## config.mk

```make
export PLATFORM = sky130hd
export DESIGN_NAME = alu_host_driver
export DESIGN_NICKNAME = d
export VERILOG_FILES = /design/src/rtl/alu_host_driver.sv
export SDC_FILE = /design/constraint.sdc
export NUM_CORES = 1
export LEC_CHECK = 0
export CORE_UTILIZATION = 39
export DETAILED_ROUTE_END_ITERATION = 10
export PLACE_DENSITY = 0.65
export SYNTH_ARGS = -nofsm -noshare
export SYNTH_HDL_FRONTEND = slang
export SYNTH_SLANG_ARGS = --single-unit
export TNS_END_PERCENT = 50
```

## constraint.sdc

```tcl
create_clock -name clk -period 9.1 [get_ports clk]
set_clock_uncertainty 0.05 [all_clocks]
set_input_delay 0.91 -clock clk [delete_from_list [all_inputs] [get_ports clk]]
set_output_delay 0.91 -clock clk [all_outputs]
set_load 0.01 [all_outputs]
```

## src/rtl/alu_host_driver.sv

```systemverilog
// Host-side initiator for the 4-bit ALU pin interface: drives opcode/operands,
// samples the result after a fixed settle time and checks it against a shadow model.
module alu_host_driver #(
   parameter int unsigned SETTLE_CYCLES = 2,
   parameter int unsigned CNT_W         = 8
) (
   input  logic             clk,
   input  logic             rst,
   input  logic             cmd_valid,
   output logic             cmd_ready,
   input  logic [3:0]       cmd_op,
   input  logic [3:0]       cmd_a,
   input  logic [3:0]       cmd_b,
   output logic             rsp_valid,
   input  logic             rsp_ready,
   output logic [3:0]       rsp_op,
   output logic [3:0]       rsp_result,
   output logic [3:0]       rsp_flags,
   output logic             rsp_checked,
   output logic             rsp_mismatch,
   output logic [7:0]       alu_ui,
   output logic [7:0]       alu_uio,
   input  logic [7:0]       alu_uo,
   output logic             busy,
   output logic [CNT_W-1:0] cmd_count
);

   localparam int unsigned NIB_W = 4;
   localparam int unsigned REG_N = 16;
   localparam int unsigned SET_W = 4;

   localparam logic [NIB_W-1:0] OP_ADD       = 4'b0000;
   localparam logic [NIB_W-1:0] OP_PASS_B    = 4'b0111;
   localparam logic [NIB_W-1:0] OP_REG_WRITE = 4'b1000;
   localparam logic [NIB_W-1:0] OP_REG_READ  = 4'b1001;
   localparam logic [NIB_W-1:0] OP_ADD_REG   = 4'b1010;
   localparam logic [NIB_W-1:0] OP_SUB_REG   = 4'b1011;

   // The drive phase happens on the accept edge itself, so it has no state of its own.
   typedef enum logic [1:0] {
      IDLE   = 2'd0,
      SETTLE = 2'd1,
      RESP   = 2'd2
   } state_t;

   state_t           state;
   state_t           state_nxt;
   logic [SET_W-1:0] settle_cnt;
   logic [NIB_W-1:0] op_q;
   logic [NIB_W-1:0] a_q;
   logic [NIB_W-1:0] b_q;
   logic [NIB_W-1:0] shadow [REG_N];
   logic [REG_N-1:0] shadow_vld;

   logic             accept_c;
   logic             sample_c;
   logic             rsp_done_c;
   logic [NIB_W-1:0] sh_val_c;
   logic             sh_vld_c;
   logic [NIB_W-1:0] gold_c;
   logic             gold_ok_c;

   // State register
   always_ff @(posedge clk or posedge rst) begin
      if (rst) state <= IDLE;
      else     state <= state_nxt;
   end

   // Next state and single-cycle event strobes
   always_comb begin
      state_nxt  = state;
      accept_c   = 1'b0;
      sample_c   = 1'b0;
      rsp_done_c = 1'b0;
      case (state)
         IDLE: begin
            if (cmd_valid) begin
               accept_c  = 1'b1;
               state_nxt = SETTLE;
            end
         end
         SETTLE: begin
            if (settle_cnt == '0) begin
               sample_c  = 1'b1;
               state_nxt = RESP;
            end
         end
         RESP: begin
            if (rsp_ready) begin
               rsp_done_c = 1'b1;
               state_nxt  = IDLE;
            end
         end
         default: state_nxt = IDLE;
      endcase
   end

   // Golden result from the latched command and the shadow register file
   always_comb begin
      sh_val_c  = shadow[b_q];
      sh_vld_c  = shadow_vld[b_q];
      gold_c    = '0;
      gold_ok_c = 1'b0;
      case (op_q)
         OP_ADD: begin
            gold_c    = a_q + b_q;
            gold_ok_c = 1'b1;
         end
         OP_PASS_B: begin
            gold_c    = b_q;
            gold_ok_c = 1'b1;
         end
         OP_REG_READ: begin
            gold_c    = sh_val_c;
            gold_ok_c = sh_vld_c;
         end
         OP_ADD_REG: begin
            gold_c    = a_q + sh_val_c;
            gold_ok_c = sh_vld_c;
         end
         OP_SUB_REG: begin
            gold_c    = a_q - sh_val_c;
            gold_ok_c = sh_vld_c;
         end
         default: begin
            gold_c    = '0;
            gold_ok_c = 1'b0;
         end
      endcase
   end

   // Command capture, pin drive and settle timing
   always_ff @(posedge clk or posedge rst) begin
      if (rst) begin
         op_q       <= '0;
         a_q        <= '0;
         b_q        <= '0;
         alu_ui     <= '0;
         alu_uio    <= '0;
         settle_cnt <= '0;
         cmd_ready  <= 1'b1;
         busy       <= 1'b0;
      end else begin
         if (accept_c) begin
            op_q       <= cmd_op;
            a_q        <= cmd_a;
            b_q        <= cmd_b;
            alu_ui     <= {cmd_b, cmd_a};
            alu_uio    <= {4'b0000, cmd_op};
            settle_cnt <= SET_W'(SETTLE_CYCLES - 1);
            cmd_ready  <= 1'b0;
            busy       <= 1'b1;
         end else if (state == SETTLE && settle_cnt != '0) begin
            settle_cnt <= settle_cnt - SET_W'(1);
         end
         if (rsp_done_c) begin
            cmd_ready <= 1'b1;
            busy      <= 1'b0;
         end
      end
   end

   // Response capture; fields stay frozen until the next sample
   always_ff @(posedge clk or posedge rst) begin
      if (rst) begin
         rsp_valid    <= 1'b0;
         rsp_op       <= '0;
         rsp_result   <= '0;
         rsp_flags    <= '0;
         rsp_checked  <= 1'b0;
         rsp_mismatch <= 1'b0;
         cmd_count    <= '0;
      end else begin
         if (sample_c) begin
            rsp_valid    <= 1'b1;
            rsp_op       <= op_q;
            rsp_result   <= alu_uo[3:0];
            rsp_flags    <= alu_uo[7:4];
            rsp_checked  <= gold_ok_c;
            rsp_mismatch <= gold_ok_c && (alu_uo[3:0] != gold_c);
         end
         if (rsp_done_c) begin
            rsp_valid <= 1'b0;
            cmd_count <= cmd_count + CNT_W'(1);
         end
      end
   end

   // Shadow register file, written when a REG_WRITE is accepted
   always_ff @(posedge clk or posedge rst) begin
      if (rst) begin
         shadow_vld <= '0;
         for (int i = 0; i < REG_N; i++) shadow[i] <= '0;
      end else if (accept_c && cmd_op == OP_REG_WRITE) begin
         shadow[cmd_b]     <= cmd_a;
         shadow_vld[cmd_b] <= 1'b1;
      end
   end

endmodule
```

==> qor.yml <==
clocking:
  cts_resized: 0
  cts_setup_buffers: 0
  cts_tree: "done"
  cts_made_buffers: 17
  clockBufferDepth: 2
  clk_latency_ps: 420
  clockRootBuffer: "clkbuf_16"
  cts_sinks: 123
  clkTransAtPathRegs_ps: 60
  holdBufCountCts: 0
  htreeDepth: 4
grt:
  antenna_found_initial: 0
  grt_remaining_overflow: 0
  grt_use_total: 0.183
  grt_max_degree: 78
  grt_pass1_vias: 4047
  grt_pass1_wl_mm: 21.8
worst_setup_path:
  crit_buf_inv: 2
  critPathCaptureType: "flip-flop"
  crit_chain: "buf_4, mux4_2, mux2i_1, mux2_2, ha_1, a21oi_1, o21ai_0, inv_1, ha_1, nand2b_1, o2bb2ai_1, xnor2_1, or2_2, a222oi_1, o211ai_1, xnor2_1, a21oi_1"
  worst_path_max_delay_cell: "dfrtp_1"
  critPathTopFamily: "compound AO/OA/AOI/OAI gates"
  start_kind: "flip-flop"
  cp_max_fo: 14
  slowest_delay_ps: 720
  arrival_ps: 4790
  cp_data_required_time_ps: 9330
  critical_path_class: "flip-flop to flip-flop"
sta:
  finalSetupTns_ps: 0
  holdWs_ps: 418
  relSlewSlack: 0.361
  period_share: 0.501
  slew_viol_final: 0
  fmax_mhz: 219
  final-setup-viol-count: 0
  fin_crit_ps: 4560
  rsz0062_at_grt: "false"
  finalHoldViolations: 0
  worst_pin_slew_ps: 959
place:
  place.gp.congestion: 0.845
  portBuffers: 60
  dp.final_hpwl_mm: 9.20
min_path:
  hold_path_class: "flip-flop to flip-flop"
drt:
  drc: 30
  ant_nets: 0
  routed_wirelength_mm: 13.3
  vias: 3931
  dr.pass1.iters: 8
  wl_per_cell_um: 18.0
  vias_per_cell: 5.34
  dr.first_iter.drc_count: 227
yosys:
  synth.area.mux_share: 0.231
  netlist_area_sq_mm: 0.00588
  synth_compound_area_frac: 0.0458
  ys_seq_elements: 123
  netlist_instances: 478
  synth_top_family_by_area: "multiplexers"
  async_reset_ff_frac: 1.00
  synth_top_area_cell: "dfrtp_1"
  synth_edf_count: 0
  synth_xor_area_frac: 0.0321
  yosys-top-cells-area: "dfrtp_1 (52%), mux2_2 (14%), mux4_2 (7.3%), nand2_1 (3.4%), mux2i_1 (1.9%)"
  synth_seq_area_share: 0.524
  yosys.area_share.simple: 0.118
  yosys.area_share.adder: 0.0183
  ys_warn_count: 0
  syn_avg_cell_area_sq_um: 12.3
  ys.flop_type: "dfrtp_1"
  ys_types: 50
  yosysTopAreaCellShare: 0.519
pwr:
  power_frac_seq: 0.354
  vdd_drop_max_uv: 137
  p_clk_frac: 0.297
  p_sw_uw: 740
  cellPowerDensity_mw_per_mm2: 307
  intPower_mw: 1.47
  netSwitchingFraction: 0.335
  p_leak_nw: 3.36
  pwr-share-comb: 0.349
floorplanning:
  initial_core_util: 0.401
  num_rows: 44
  coreArea_sq_mm: 0.0146
  dieArea_sq_mm: 0.0156
  die_h_um: 125
  ios: 65
  die_w_um: 125
layout:
  antenna_cells: 0
  nets: 571
  drive_above_1_share: 0.259
  syn2layout_area_growth_pct: 22.4
  fillers: 1269
run_status:
  failed_checks: "design-rule violations"
  status: "complete, but fails checks"
flow_run:
  cap_violations: 0
[layer usage]
metal / vias up / global-route usage / routed length, um
li1: 1806 / - / -
met1: 1992 / 0.242 / 6070
met2: 111 / 0.288 / 6260
met3: 22 / 0.0477 / 660
met4: 0 / 0.0712 / 259
met5: - / 0 / 0
[cell type report]
cell class / count / area, sq um / share of cell area
Clock buffer: 24 / 482 / 0.0669
Clock inverter: 8 / 92.6 / 0.0129
Inverter: 12 / 47.5 / 0.00661
Multi-Input combinational cell: 321 / 2640 / 0.366
Sequential cell: 123 / 3080 / 0.428
Tap cell: 184 / 230 / 0.0320
Timing Repair Buffer: 64 / 631 / 0.0876
[placed cells by master, fill, tap and decap left out, types with 2 or more instances in the layout]
cell               n
a211oi_1           2
a21oi_1            7
and2_1             2
and3_1             3
buf_4              4
bufinv_16          2
clkbuf_1           4
clkbuf_16         17
clkbuf_8           3
clkdlybuf4s50_1   60
clkinv_2           5
conb_1             4
dfrtp_1          122
ha_1               7
inv_1             10
mux2_2            73
mux2i_1           11
mux4_2            19
nand2_1           54
nand2b_1          14
nand3_1           11
nand3b_1           2
nand4_1            2
nor2_1            24
nor2b_1            3
nor3_1             8
nor4_1             4
o211ai_1           3
o21ai_0           16
or2_2             14
xnor2_1           11
xor2_1             8
[state kept, by name, indices dropped and copies added, names as in the netlist]
register      flops
shadow           64
shadow_vld       16
alu_ui            8
cmd_count         8
op_q              4
rsp_flags         4
rsp_op            4
rsp_result        4
settle_cnt        4
state             2
busy              1
cmd_ready         1
rsp_checked       1
rsp_mismatch      1
rsp_valid         1
[synthesized netlist by cell type (4+ instances only)]
master,count
nor2_1,24
mux4_2,19
xor2_1,8
nor3_1,8
nor4_1,4
ha_1,7
a21oi_1,7
mux2_2,73
nand2b_1,14
inv_1,11
buf_4,4
dfrtp_1,122
xnor2_1,11
mux2i_1,11
nand2_1,54
buf_2,5
or2_2,14
o21ai_0,16
nand3_1,11
clkbuf_1,14
[kinds of logic (layout without fill, tap and decap cells)]
family	Yosys count	in the layout
adders and majority gates	8	8
buffers and inverters	37	108
and+or+nand+nor	144	144
DFF	123	123
xor gates and xnor gates	20	20
muxes	103	103
AOI/OAI and AO/OA	42	42
other	1	4
[worst register-to-register path, cell delays in order, from the launching register on]
cell	delay (ps)
dfrtp_1	720
buf_4	360
mux4_2	530
mux2i_1	140
mux2_2	230
ha_1	140
a21oi_1	50
o21ai_0	310
inv_1	90
ha_1	300
nand2b_1	80
o2bb2ai_1	180
xnor2_1	190
or2_2	340
a222oi_1	280
o211ai_1	160
xnor2_1	180
a21oi_1	90
[power by group through the flow]
stage	logic, mW	registers (mW)	clock network (mW)
2_1_floorplan	0.539	0.747	0
4_1_cts	0.775	0.783	0.669
5_1_grt	0.837	0.801	0.696
6_report	0.771	0.782	0.657
3_5_place_dp	0.770	0.792	0
3_3_place_gp	0.743	0.787	0
[per-stage QoR]
step                      worst slack [ps]  area (sq um)  utilization  power [mW]  std cells
final                                 4540          7200        0.491        2.21        736
after global routing                  4160          7200        0.491        2.33        736
after CTS                             4500          7200        0.491        2.23        736
after detailed placement              4550          6620        0.452        1.56        704
after global placement                4730          6620        0.452        1.53        704
after floorplan                       4870          5890            -        1.29        481
[final timing paths]
| kind | from | end | slack [ps] | depth (start not counted) |
|---|---|---|---|---|
| hold / removal | shadow_vld[0] | shadow_vld[0] | 420 | 1 |
| min in group asynchronous | rst | rsp_flags[3] | 860 | 2 |
| setup reg to reg | alu_ui[5] | rsp_mismatch | 4540 | 17 |
| max in group asynchronous | rst | shadow[3] | 6750 | 3 |
| hold reg to reg | shadow_vld[0] | shadow_vld[0] | 420 | 1 |
| setup / recovery | alu_ui[5] | rsp_mismatch | 4540 | 17 |
Power figures use the tool's default switching activity.
